===== src/rtl/pf_slot_alloc.sv =====
`default_nettype none
// +----------------------------------------------------------------------------+
// | Module      : pf_slot_alloc                                                |
// | Description : Slot allocator for the prefetcher's tracking-entry pool.     |
// |               Grants the lowest free slot, releases slots on completion,   |
// |               keeps an occupancy count and a throttle flag.                |
// |               Optional consistency checker enabled by PF_SLOT_CHECK_EN.    |
// | Revision    : 1.0 - initial release                                        |
// +----------------------------------------------------------------------------+
module pf_slot_alloc #(
  parameter int LOG_DEPTH = 3,
  parameter int THRESH    = 6
) (
  input  logic                 clk,
  input  logic                 rst,
  input  logic                 alloc_valid,
  output logic                 alloc_ready,
  output logic [LOG_DEPTH-1:0] alloc_idx,
  input  logic                 free_valid,
  input  logic [LOG_DEPTH-1:0] free_idx,
  input  logic                 flush,
  output logic [(1<<LOG_DEPTH)-1:0] slot_vec,
  output logic [LOG_DEPTH:0]   occupancy,
  output logic                 full,
  output logic                 empty,
  output logic                 throttle,
  output logic                 err
);

  localparam int DEPTH = 1 << LOG_DEPTH;
  localparam logic [LOG_DEPTH:0] C_DEPTH  = (LOG_DEPTH+1)'(DEPTH);
  localparam logic [LOG_DEPTH:0] C_THRESH = (LOG_DEPTH+1)'(THRESH);

  logic [DEPTH-1:0]     r_slot_vec;
  logic [LOG_DEPTH:0]   r_occupancy;
  logic [DEPTH-1:0]     w_slot_vec_nxt;
  logic [LOG_DEPTH:0]   w_occupancy_nxt;
  logic [LOG_DEPTH-1:0] w_alloc_idx;
  logic                 w_full;
  logic                 w_alloc_fire;
  logic                 w_free_fire;

  // Status decodes come from the occupancy register only.
  assign w_full    = (r_occupancy == C_DEPTH);
  assign full      = w_full;
  assign empty     = (r_occupancy == '0);
  assign throttle  = (r_occupancy >= C_THRESH);
  assign slot_vec  = r_slot_vec;
  assign occupancy = r_occupancy;

  // Lowest-index free slot; scanning downward lets the lowest hit win.
  always_comb begin
    w_alloc_idx = '0;
    for (int i = DEPTH-1; i >= 0; i--) begin
      if (!r_slot_vec[i]) begin
        w_alloc_idx = LOG_DEPTH'(i);
      end
    end
  end

  assign alloc_ready  = !w_full;
  assign alloc_idx    = w_alloc_idx;
  assign w_alloc_fire = alloc_valid && !w_full;
  // Releasing a slot that is not busy is ignored entirely.
  assign w_free_fire  = free_valid && r_slot_vec[free_idx];

  // Next-state for the valid vector and counter; flush overrides both ops.
  always_comb begin
    w_slot_vec_nxt  = r_slot_vec;
    w_occupancy_nxt = r_occupancy;
    if (flush) begin
      w_slot_vec_nxt  = '0;
      w_occupancy_nxt = '0;
    end else begin
      // Grant target is a currently-free slot, so it never equals the freed one.
      if (w_alloc_fire) w_slot_vec_nxt[w_alloc_idx] = 1'b1;
      if (w_free_fire)  w_slot_vec_nxt[free_idx]    = 1'b0;
      case ({w_alloc_fire, w_free_fire})
        2'b10:   w_occupancy_nxt = r_occupancy + 1'b1;
        2'b01:   w_occupancy_nxt = r_occupancy - 1'b1;
        default: w_occupancy_nxt = r_occupancy;
      endcase
    end
  end

  // Slot state registers.
  always_ff @(posedge clk or posedge rst) begin
    if (rst) begin
      r_slot_vec  <= '0;
      r_occupancy <= '0;
    end else begin
      r_slot_vec  <= w_slot_vec_nxt;
      r_occupancy <= w_occupancy_nxt;
    end
  end

`ifdef PF_SLOT_CHECK_EN
  logic [LOG_DEPTH:0] w_ones;
  logic               w_double_free;
  logic               r_err;

  // Population count of the valid vector, wide enough to hold DEPTH.
  always_comb begin
    w_ones = '0;
    for (int i = 0; i < DEPTH; i++) begin
      w_ones = w_ones + (LOG_DEPTH+1)'(r_slot_vec[i]);
    end
  end

  assign w_double_free = free_valid && !r_slot_vec[free_idx];

  // Sticky error: survives flush, cleared only by reset.
  always_ff @(posedge clk or posedge rst) begin
    if (rst) begin
      r_err <= 1'b0;
    end else if ((w_ones != r_occupancy) || w_double_free) begin
      r_err <= 1'b1;
    end
  end

  assign err = r_err;
`else
  assign err = 1'b0;
`endif

endmodule
`default_nettype wire


===== config.mk =====
export PLATFORM = sky130hd
export DESIGN_NAME = pf_slot_alloc
export DESIGN_NICKNAME = d
export VERILOG_FILES = /design/src/rtl/pf_slot_alloc.sv
export SDC_FILE = /design/constraint.sdc
export NUM_CORES = 1
export LEC_CHECK = 0
export CELL_PAD_IN_SITES_DETAIL_PLACEMENT = 0
export CELL_PAD_IN_SITES_GLOBAL_PLACEMENT = 1
export CORE_MARGIN = 2
export CORE_UTILIZATION = 35
export CTS_CLUSTER_DIAMETER = 200
export DETAILED_ROUTE_END_ITERATION = 12
export GPL_TIMING_DRIVEN = 0
export HOLD_SLACK_MARGIN = 0.08
export PLACE_DENSITY = 0.77
export SLEW_MARGIN = 30
export SYNTH_ARGS = -nofsm -noshare
export SYNTH_HDL_FRONTEND = slang
export SYNTH_SLANG_ARGS = --single-unit

===== constraint.sdc =====
create_clock -name clk -period 3.83 [get_ports clk]
set_clock_uncertainty 0.1 [all_clocks]
set_input_delay 0.383 -clock clk [delete_from_list [all_inputs] [get_ports clk]]
set_output_delay 0.383 -clock clk [all_outputs]
set_load 0.05 [all_outputs]

==> results of run 1 <==
-- layout by cell type, fill, tap and decap left out, types with 4 or more instances in the layout --
master / netlist / routed
a211o_1: 4 / 4
clkdlybuf4s50_1: 0 / 25
nand3b_1: 5 / 5
a41oi_1: 4 / 4
clkbuf_1: 5 / 5
nand2_1: 4 / 4
dfrtp_1: 12 / 12
nor2_1: 7 / 7
mux2i_1: 4 / 4
a311oi_1: 5 / 5
nor3_1: 4 / 4
a211oi_1: 6 / 6
-- final cells by class --
| class | count | area share [%] |
|---|---|---|
| multi-input combinational | 88 | 48.6 |
| inverter | 5 | 1.43 |
| buffer | 9 | 3.34 |
| sequential | 12 | 22.9 |
| clock buffer | 3 | 1.72 |
| timing repair buffer | 25 | 19.1 |
| tap | 31 | 2.96 |
-- per-layer routing --
metal / part of all wire [%] / vias up / GRT usage, %
met2: 45 / 28 / 24.0
met1: 50 / 513 / 26.3
met5: 0 / - / 0
met3: 5.0 / 0 / 4.99
met4: 0 / 0 / 2.33
li1: - / 503 / -
-- registers in the layout, summed over array words and instances, names as in the netlist --
| signal | flops |
|---|---|
| occupancy | 4 |
| slot_vec | 8 |
-- power by group --
part,leakage [nW],switching [mW],internal (mW)
Sequential,0.164,0.00870,0.131
Combinational,0.301,0.0684,0.0374
Clock,0.0138,0.0424,0.0365
-- path summary, 6_finish.rpt --
| kind | cells past startpoint | from | endpoint |
|---|---|---|---|
| setup / recovery | 10 | occupancy[1]$_DFFE_PP0P_ | occupancy[3]$_DFFE_PP0P_ |
| hold / removal | 2 | rst | occupancy[0]$_DFFE_PP0P_ |
| setup reg to reg | 10 | occupancy[1]$_DFFE_PP0P_ | occupancy[3]$_DFFE_PP0P_ |
| hold reg to reg | 2 | slot_vec[6]$_DFF_PP0_ | slot_vec[6]$_DFF_PP0_ |
| max in group asynchronous | 2 | rst | slot_vec[5]$_DFF_PP0_ |
| min in group clk | 2 | free_idx[0] | slot_vec[1]$_DFF_PP0_ |
-- metrics by stage --
stage,power (mW),cells
2_1_floorplan,0.211,114
3_3_place_gp,0.246,170
3_5_place_dp,0.248,170
4_1_cts,0.326,173
5_1_grt,0.342,173
6_report,0.324,173
-- cells by family after synthesis --
family	Yosys count	synth area share, %
XOR/XNOR	1	0.875
AO/OA/AOI/OAI	39	29.4
multiplexers	5	6.25
AND/OR/NAND/NOR	39	22.4
adder cells (fa/ha/maj)	3	4.50
buffers and inverters	14	6.25
flip-flops	12	30.0
other	1	0.375
==> qor.yml, run 1 <==
clock_latency_ns: 0.28
cts_tree: "done"
maxSlewHeadroom_pct: 63.9
ys_top_cells_by_area: "dfrtp_1, a211oi_1, a311oi_1"
dp_slack_ns: 0.308
fmax_mhz: 303
hold_violations: 0
rsz0062_at_grt: "no"
grt_max_degree: 13
critPathTopFamily: "simple AND/OR/NAND/NOR gates"
netlist_instances: 114
fin_crit_sh_pct: 86.1
async_flop_share_pct: 100
viasPerCell: 6.03
clk_path_buf_depth: 2
routed_wl_mm: 2.71
syn_area_per_cell_um2: 8.78
drv_cap: 0
hold_slack_ns: 0.302
path_buf_inv: 2
fillCellCount: 262
grt_pass1_vias: 920
antennaDiodeCount: 0
cts_root_buf: "clkbuf_4"
layout-drive-gt1-share_pct: 6.34
maxSlewViolCount: 0
crit_path_max_fanout: 9
status: "complete, no violations"
multi_input_area_um2: 638
portBuffers: 25
ys_seq_area_share_pct: 30.0
avgRoutedWirePerCell_um: 15.6
design_area_mm2: 0.00131
nets: 155
ir_drop_v: 0.000189
place_area_mm2: 0.00129
rows: 19
fin_crit_ns: 3.30
fp.dieW_um: 57.5
crit_type: "flop to flop"
gp_congestion: 0.796
drt_first_pass_iters: 4
setup_viol: 0
yosysTopAreaCell: "dfrtp_1"
cts.sinks: 12
post_cts_buffers: 0
power_density_mw_per_mm2: 247
die_area_mm2: 0.00330
htree_levels: 1
io_pins: 28
coreArea_mm2: 0.00273
drc: 0
final_util_pct: 48.0
post-dp-hpwl_mm: 1.95
start_util_pct: 36.6
yosys_register_bits: 12
ys_top_cells_by_count: "dfrtp_1, nor2_1, a211oi_1"
antenna_found_initial: 0
grt.total_usage_pct: 17.1
numCtsBuffers: 3
dieHeight_um: 57.5
syn_area_mm2: 0.00100
synth_nets: 125
grt_pass1_wl_mm: 4.51
postCtsHoldBufs: 0
synth-main-ff-cell: "dfrtp_1"
post-synth-top-count-cell: "dfrtp_1"
yosysWarnings: 0
cp_slowest_cell: "or4b_1"
arrival_ns: 3.35
area_growth_pct: 31.1
vias: 1044
synth_top_cell_area_share_pct: 30.0
synth_cell_types: 42
path_cells: "or4b_1 > buf_2 > inv_2 > nor2_1 > nor3_1 > ha_1 > a21oi_1 > a221oi_1 > a311oi_1 > nand4_1"
ctsResizeCount: 0
synth_edf_count: 0
final_critical_path_setup_slack_ns: 0.533
register_area_um2: 300
required_ns: 3.89
clk_pin_slew_ns: 0.08
hold_path_class: "input port to async pin"
crit_path_start_kind: "flop"
drtIter0Drc: 49
finalSetupTns_ns: 0
p_leak_nw: 0.479
postRouteAntennaNets: 0
r2r_slack_ns: 0.53
worstMarginPinSlew_ns: 0.540
critPathMaxStageDelay_ns: 0.51
grt_overflow: 0
critical_path.endpoint_type: "flop"
Power figures use the tool's default switching activity.
==> inputs of run 2 (changes only) <==
Settings changed: CAP_MARGIN set to 30.
==> results of run 2 <==
The final DEF is identical to that of run 1; final timing and power are the same.
==> inputs of run 3 (changes only) <==
Settings changed: CORE_UTILIZATION 35 to 37, PLACE_DENSITY 0.77 to 0.81.
Clock period 3.83 ns to 4.2 ns, I/O delays scaled along.
==> qor.yml, run 3 (synthesis gave the netlist of run 1 again) <==
cp_slowest_cell: "or4b_1"
hold_path_class: "input port to async pin"
htree_levels: 1
design_area_mm2: 0.00133
critPathMaxStageDelay_ns: 0.52
final_cell_mix: "clkdlybuf4s50_1, dfrtp_1, nor2_1, a211oi_1"
critical_path.endpoint_type: "flop"
internal-power_uw: 206
power.switching_uw: 108
drv_cap: 0
grt_max_degree: 13
cts.sinks: 12
antenna_found_initial: 0
area_growth_pct: 32.4
crit_type: "flop to flop"
p_total_uw: 314
postRouteAntennaNets: 0
start_util_pct: 39.7
fin_crit_ns: 3.29
die_area_mm2: 0.00314
drt_first_pass_iters: 4
final_critical_path_setup_slack_ns: 0.905
drc: 0
drtIter0Drc: 39
finalSetupTns_ns: 0
viasPerCell: 5.97
p_comb_share_pct: 30.6
grt_overflow: 0
maxSlewViolCount: 0
critPathTopFamily: "simple AND/OR/NAND/NOR gates"
ctsResizeCount: 0
maxSlewHeadroom_pct: 63.3
required_ns: 4.24
grt.total_usage_pct: 17.8
postCtsHoldBufs: 0
path_buf_inv: 2
ir_drop_v: 0.000179
clock_latency_ns: 0.27
crit_path_start_kind: "flop"
rsz0062_at_grt: "no"
antennaDiodeCount: 0
post_cts_buffers: 0
largest_reg_flops: 8
setup_viol: 0
gp_congestion: 0.819
cts_tree: "done"
io_pins: 28
cts_root_buf: "clkbuf_4"
grt_pass1_wl_mm: 4.56
avgRoutedWirePerCell_um: 15.4
clk_pin_slew_ns: 0.07
hold_violations: 0
routed_wl_mm: 2.67
place_area_mm2: 0.00129
power_density_mw_per_mm2: 237
dieHeight_um: 56.0
status: "complete, no violations"
fp.dieW_um: 56.0
fmax_mhz: 304
final_common_cell: "clkdlybuf4s50_1"
p_clk_share_pct: 29.0
vias: 1032
p_leak_nw: 0.486
portBuffers: 25
post-dp-hpwl_mm: 1.97
coreArea_mm2: 0.00252
nets: 155
power.share.sequential_pct: 40.5
crit_path_max_fanout: 9
dp_slack_ns: 0.631
path_cells: "or4b_1 > buf_2 > inv_2 > nor2_1 > nor3_1 > ha_1 > a21oi_1 > a221oi_1 > a311oi_1 > nand4_1"
rows: 18
worstMarginPinSlew_ns: 0.549
grt_pass1_vias: 988
layout-drive-gt1-share_pct: 6.99
arrival_ns: 3.34
numCtsBuffers: 3
fin_crit_sh_pct: 78.4
clk_path_buf_depth: 2
p_sw_share_pct: 34.4
==> run 3: cell count changes in the layout (fill, tap and decap cells not counted), sizes merged <==
cell | previous run | this run
clkbuf | 8 | 9
==> run 3: cell type report <==
type | instances | area [um2]
buffer | 9 | 43.8
tap | 30 | 37.5
inverter | 5 | 18.8
fill | 249 | 1200
clock buffer | 4 | 36.3
multi-input combinational | 88 | 638
sequential | 12 | 300
timing repair buffer | 25 | 250
==> run 3: worst paths after layout <==
check                      depth (start not counted)  slack (ns)                        to                     start
max                                               10        0.91  occupancy[3]$_DFFE_PP0P_  occupancy[1]$_DFFE_PP0P_
min                                                2        0.35     slot_vec[4]$_DFF_PP0_                       rst
max reg2reg                                       10        0.91  occupancy[3]$_DFFE_PP0P_  occupancy[1]$_DFFE_PP0P_
min reg2reg                                        2        0.60     slot_vec[1]$_DFF_PP0_     slot_vec[1]$_DFF_PP0_
max in group asynchronous                          2        3.34     slot_vec[2]$_DFF_PP0_                       rst
min in group clk                                   2        0.35     slot_vec[3]$_DFF_PP0_               free_idx[0]
==> run 3: routing by layer <==
metal,wire [um],GRT usage [%],vias up
met4,12,3.06,0
met1,1330,24.6,502
met5,0,0,-
met2,1230,28.1,21
met3,90,4.88,2
li1,-,-,507
==> run 3: power by group through the flow <==
stage	registers, mW	clock network (mW)	logic [mW]
floorplan	0.142	0	0.0505
global placement	0.129	0	0.0951
detailed placement	0.130	0	0.0955
CTS	0.127	0.0931	0.0962
global route	0.128	0.0998	0.103
finish	0.127	0.0910	0.0962
==> run 3: metrics by stage <==
stage / hold WS (ns) / cells / utilization [%]
3_3_place_gp: 0.578 / 169 / 51.1
3_5_place_dp: 0.592 / 169 / 51.1
6_report: 0.348 / 173 / 52.5
2_1_floorplan: 0.185 / 114 / -
5_1_grt: 0.340 / 173 / 52.5
4_1_cts: 0.337 / 173 / 52.5
==> edit 1, RTL diff (flow settings as in run 1) <==
The parameter `LOG_DEPTH` goes from 3 to 2.
--- a/src/rtl/pf_slot_alloc.sv
+++ b/src/rtl/pf_slot_alloc.sv
@@ -9,5 +9,5 @@
 // +----------------------------------------------------------------------------+
 module pf_slot_alloc #(
-  parameter int LOG_DEPTH = 3,
+  parameter int LOG_DEPTH = 2,
   parameter int THRESH    = 6
 ) (
Interface: changed (resized alloc_idx, free_idx, occupancy and slot_vec); port bits go from 28 to 21. No check against the original RTL was run, so the function may have changed too.
==> edit 1 against run 1 <==
Area after synthesis down 49%. Setup slack better by 0.41 ns. Sequential cell count is 5 lower. Register-to-register slack improved by 0.65 ns. Utilization rose by 6.9 points. Sequential power decreased by 36%. Final area decreased by 44%. Highest routed layer is now met4. Wire length shrank 60%. Largest cell class unchanged. Power decreased by 20%.
==> edit 1: results <==
[outcome]
outcome = complete, no violations

[setup_path]
reg2reg_from = slot_vec[0]
critPathArrivalTime_ns = 2.97
ff2ff_path_depth = 7
rrSetupSlack_ns = 1.18
crit_fanout = 4
critical_path.reg2reg.endpoint = occupancy[2]

[clock_tree]
cts_buffers = 3
cts-root-buf = clkbuf_4
clk_latency_ns = 0.25
cts_setup_buffers = 0
htree_levels = 1
post_cts_resized = 0
path_clk_slew_ns = 0.05
cts_buffer_depth = 2

[pwr]
irDropWorstVdd_v = 0.000200
p_leak_uw = 0.000320

[placement]
place_area_sq_um = 706
port_buffers = 18
hpwlAfterDp_um = 823
gp_congestion = 0.706

[global_routing]
grt_max_degree = 10
first_global_vias = 410
antenna_found_initial = 0
grt_pass1_wl_um = 1890
grt_usage_pct = 14.7

[finish]
nets = 81
layout-drive-gt1-share_pct = 15.3
antennaDiodeCount = 0
largest_reg_flops = 4
n_fill_cell = 125

[synth]
synthTopCellsByArea = dfrtp_1 (35%), mux4_1 (5.2%), mux4_2 (4.4%), fa_1 (4.0%), nand2b_1 (3.7%)
synth_commonest_cells = dfrtp_1 (7), nor2_1 (5)
async_flop_share_pct = 100
yosysWarnings = 0
yosysSeqAreaShare_pct = 34.6
syn-num-nets = 58
synth_cell_types = 30

[drt]
drt_iter0_markers = 2
drtPass1Iterations = 2
routed_wl_um = 1080
vias = 442

[hold_path]
hold_class = input pin to async pin

[timing]
hold_ws_ns = 0.272
tightest_slew_ns = 0.497
edit 1: how the worst max path moves through the flow:
stage	startpoint	end	slack [ns]	depth (start not counted)
2_1_floorplan	occupancy[1]	occupancy[2]	1.07	8
4_1_cts	free_idx[0]	occupancy[2]	0.94	8
3_5_place_dp	free_idx[0]	occupancy[2]	0.67	8
5_1_grt	free_idx[0]	occupancy[2]	0.83	8
3_3_place_gp	free_idx[0]	occupancy[2]	0.70	8
6_report	free_idx[0]	occupancy[2]	0.94	8
edit 1: power breakdown:
group | internal [uW] | switching, uW
logic | 40.4 | 60.5
registers | 79.4 | 10.2
clock network | 39.8 | 27.8
edit 1: cell families after synthesis:
kind of cell,synth area share [%]
other,0.740
AO/OA/AOI/OAI,12.8
buffers and inverters,6.67
flip-flops,34.6
XOR/XNOR,3.21
adder cells (fa/ha/maj),3.95
AND/OR/NAND/NOR,23.5
multiplexers,14.6
edit 1: through the flow:
step                      setup slack, ns  instances  util, %
after floorplan                      1.07         50        -
after global placement              0.696         83     52.9
after detailed placement            0.672         83     52.9
after CTS                           0.939         87     54.9
after global routing                0.832         87     54.9
final                               0.943         87     54.9
edit 1: routing by layer:
metal	routed length, um	track usage (%)	vias to the layer above	share of wire [%]
met5	0	0	-	0
met4	19	11.3	0	1.8
met3	61	3.02	2	5.7
met2	469	18.1	17	44
met1	527	21.6	201	49
li1	-	-	222	-
edit 1: final cells by class:
cell class	instances	area, sq um	area share [%]
plain buffers	3	22.5	3.08
clock buffers	4	26.3	3.59
inverters	3	11.3	1.54
multi-input cells	37	298	40.7
flip-flops and latches	7	175	23.9
well taps	15	18.8	2.56
repair buffers	18	180	24.6
edit 1: critical path, cell delays in order:
cell	delay [ns]
clkdlybuf4s50_1	0.54
mux4_2	0.51
nand2_1	0.18
nor2_1	0.09
fa_1	0.42
or2_2	0.29
mux4_1	0.47
nor2_1	0.09
==> edit 2, RTL diff (settings of run 1) <==
Without the edit above. Add a define of `PF_SLOT_CHECK_EN`.
--- a/src/rtl/pf_slot_alloc.sv
+++ b/src/rtl/pf_slot_alloc.sv
@@ -8,4 +8,6 @@
 // | Revision    : 1.0 - initial release                                        |
 // +----------------------------------------------------------------------------+
+`define PF_SLOT_CHECK_EN
+
 module pf_slot_alloc #(
   parameter int LOG_DEPTH = 3,
Formal check against the unedited RTL: not equivalent (a bounded check fails within 4 cycles, from zero or initial values and one cycle with rst high).
==> edit 2 against run 1 <==
Setup slack lost 0.28 ns. Final area grew 23%. Die area grew 26%. Critical path type unchanged. Power grew 98%. Sequential share of layout area shrank 2.7 points. Wire length grew 22%. Area after synthesis grew 28%. Sequential cell count grew 1. Global-route usage grew 0.75 points. Combinational power grew to 3.5 times the old value. Critical path depth grew 1. Sequential power grew 34%.
==> edit 2: results <==
[global_routing]
grt_max_degree = 14
grt_pass1_wl_um = 5830
grt_usage_pct = 17.8
first_global_vias = 1188

[setup_path]
reg2reg_from = slot_vec[0]
critPathArrivalTime_ns = 3.63
critPathSlowestCell = fa_1
ff2ff_path_depth = 11
crit_fanout = 6
rrSetupSlack_ns = 0.25
critPathKind = register to register
critical-path-top-delay-family = adder cells
slowest_delay_ns = 0.56
setup.worst_path.end = err

[pwr]
swShare_pct = 48.9
p_leak_uw = 0.000682
irDropWorstVdd_v = 0.000327

[synth]
synth_cell_types = 45
synth_flop_cell = dfrtp_1
syn-num-nets = 161
syn_inst = 142
synthTopCellsByArea = dfrtp_1 (25%), fa_1 (7.8%), ha_1 (5.9%), inv_1 (5.0%), nor2_1 (4.1%)
synth_commonest_cells = inv_1 (17), nor2_1 (14), dfrtp_1 (13)
yosysSeqAreaShare_pct = 25.4

[drt]
drtPass1Iterations = 4
drtAntennaViolNets = 0
vias_per_cell = 5.44
drt_iter0_markers = 66
routed_wl_um = 3290

[timing]
slew-limit-headroom_pct = 61.8

[finish]
nets = 191
finalNonFillerCells = 217
layout-drive-gt1-share_pct = 9.94

[placement]
port_buffers = 25
dp.cells = 213
gp_congestion = 0.878
hpwlAfterDp_um = 2530

[clock_tree]
cts-root-buf = clkbuf_4

[outcome]
outcome = complete, no violations
==> edit 2: cell types whose count changed in the layout (fill, tap and decap cells not counted), moves of 4 or more <==
cell and delta:
ha_1 +4, nand3b_1 -5, nor4b_1 +4, nand2_1 +8, fa_1 +4, inv_1 +15, nor2_1 +7, a211o_1 -4
==> edit 2: cell families after synthesis <==
logic type      count (synthesis)  share of synthesized area, %
buf+inv                        23                          7.62
compound gates                 30                          19.7
fa+ha+maj                      11                          13.7
simple gates                   55                          24.6
xor+xnor                        5                          4.49
flops                          13                          25.4
mux                             5                          4.49
==> edit 2: how the worst min path moves through the flow <==
stage / to / slack (ns) / depth (start not counted)
final: occupancy[0] / 0.33 / 2
after global routing: occupancy[3] / 0.38 / 2
after global placement: err / 0.40 / 2
after floorplan: err / 0.16 / 1
after detailed placement: err / 0.39 / 2
after CTS: occupancy[0] / 0.36 / 2
==> edit 2: cell type report <==
class	count	area, sq um
plain buffers	6	33.8
clock buffers	4	26.3
fillers	352	1800
inverters	17	63.8
multi-input cells	106	858
flip-flops and latches	13	325
well taps	46	57.6
repair buffers	25	250
==> edit 2: routing by layer <==
metal	global-route usage [%]	routed length [um]	up-vias
met3	2.26	112	2
met4	5.32	24	0
met5	0	0	-
met2	31.5	1670	34
met1	22.6	1480	564
li1	-	-	581
==> edit 2: through the flow <==
stage | util, % | area (sq um) | setup WS (ns)
floorplan | - | 1280 | 0.0397
finish | 47.3 | 1620 | 0.250
global route | 47.3 | 1620 | 0.0577
detailed placement | 46.5 | 1590 | 0.240
global placement | 46.5 | 1590 | 0.263
CTS | 47.3 | 1620 | 0.225
==> edit 2: power groups by stage <==
| stage | registers, uW | logic [uW] | clock network, uW |
|---|---|---|---|
| global route | 194 | 393 | 95.4 |
| global placement | 190 | 364 | 0 |
| CTS | 190 | 371 | 88.7 |
| detailed placement | 192 | 367 | 0 |
| floorplan | 228 | 215 | 0 |
| finish | 188 | 368 | 87.3 |
==> edit 2: worst reg2reg max path, delay by kind of cell (launching register included) <==
kind / cells / cell delay (ns)
AO/OA/AOI/OAI: 1 / 0.37
XOR/XNOR: 1 / 0.13
adder cells (fa/ha/maj): 5 / 2.08
buffers and inverters: 3 / 0.25
flip-flops: 1 / 0.44
AND/OR/NAND/NOR: 1 / 0.09
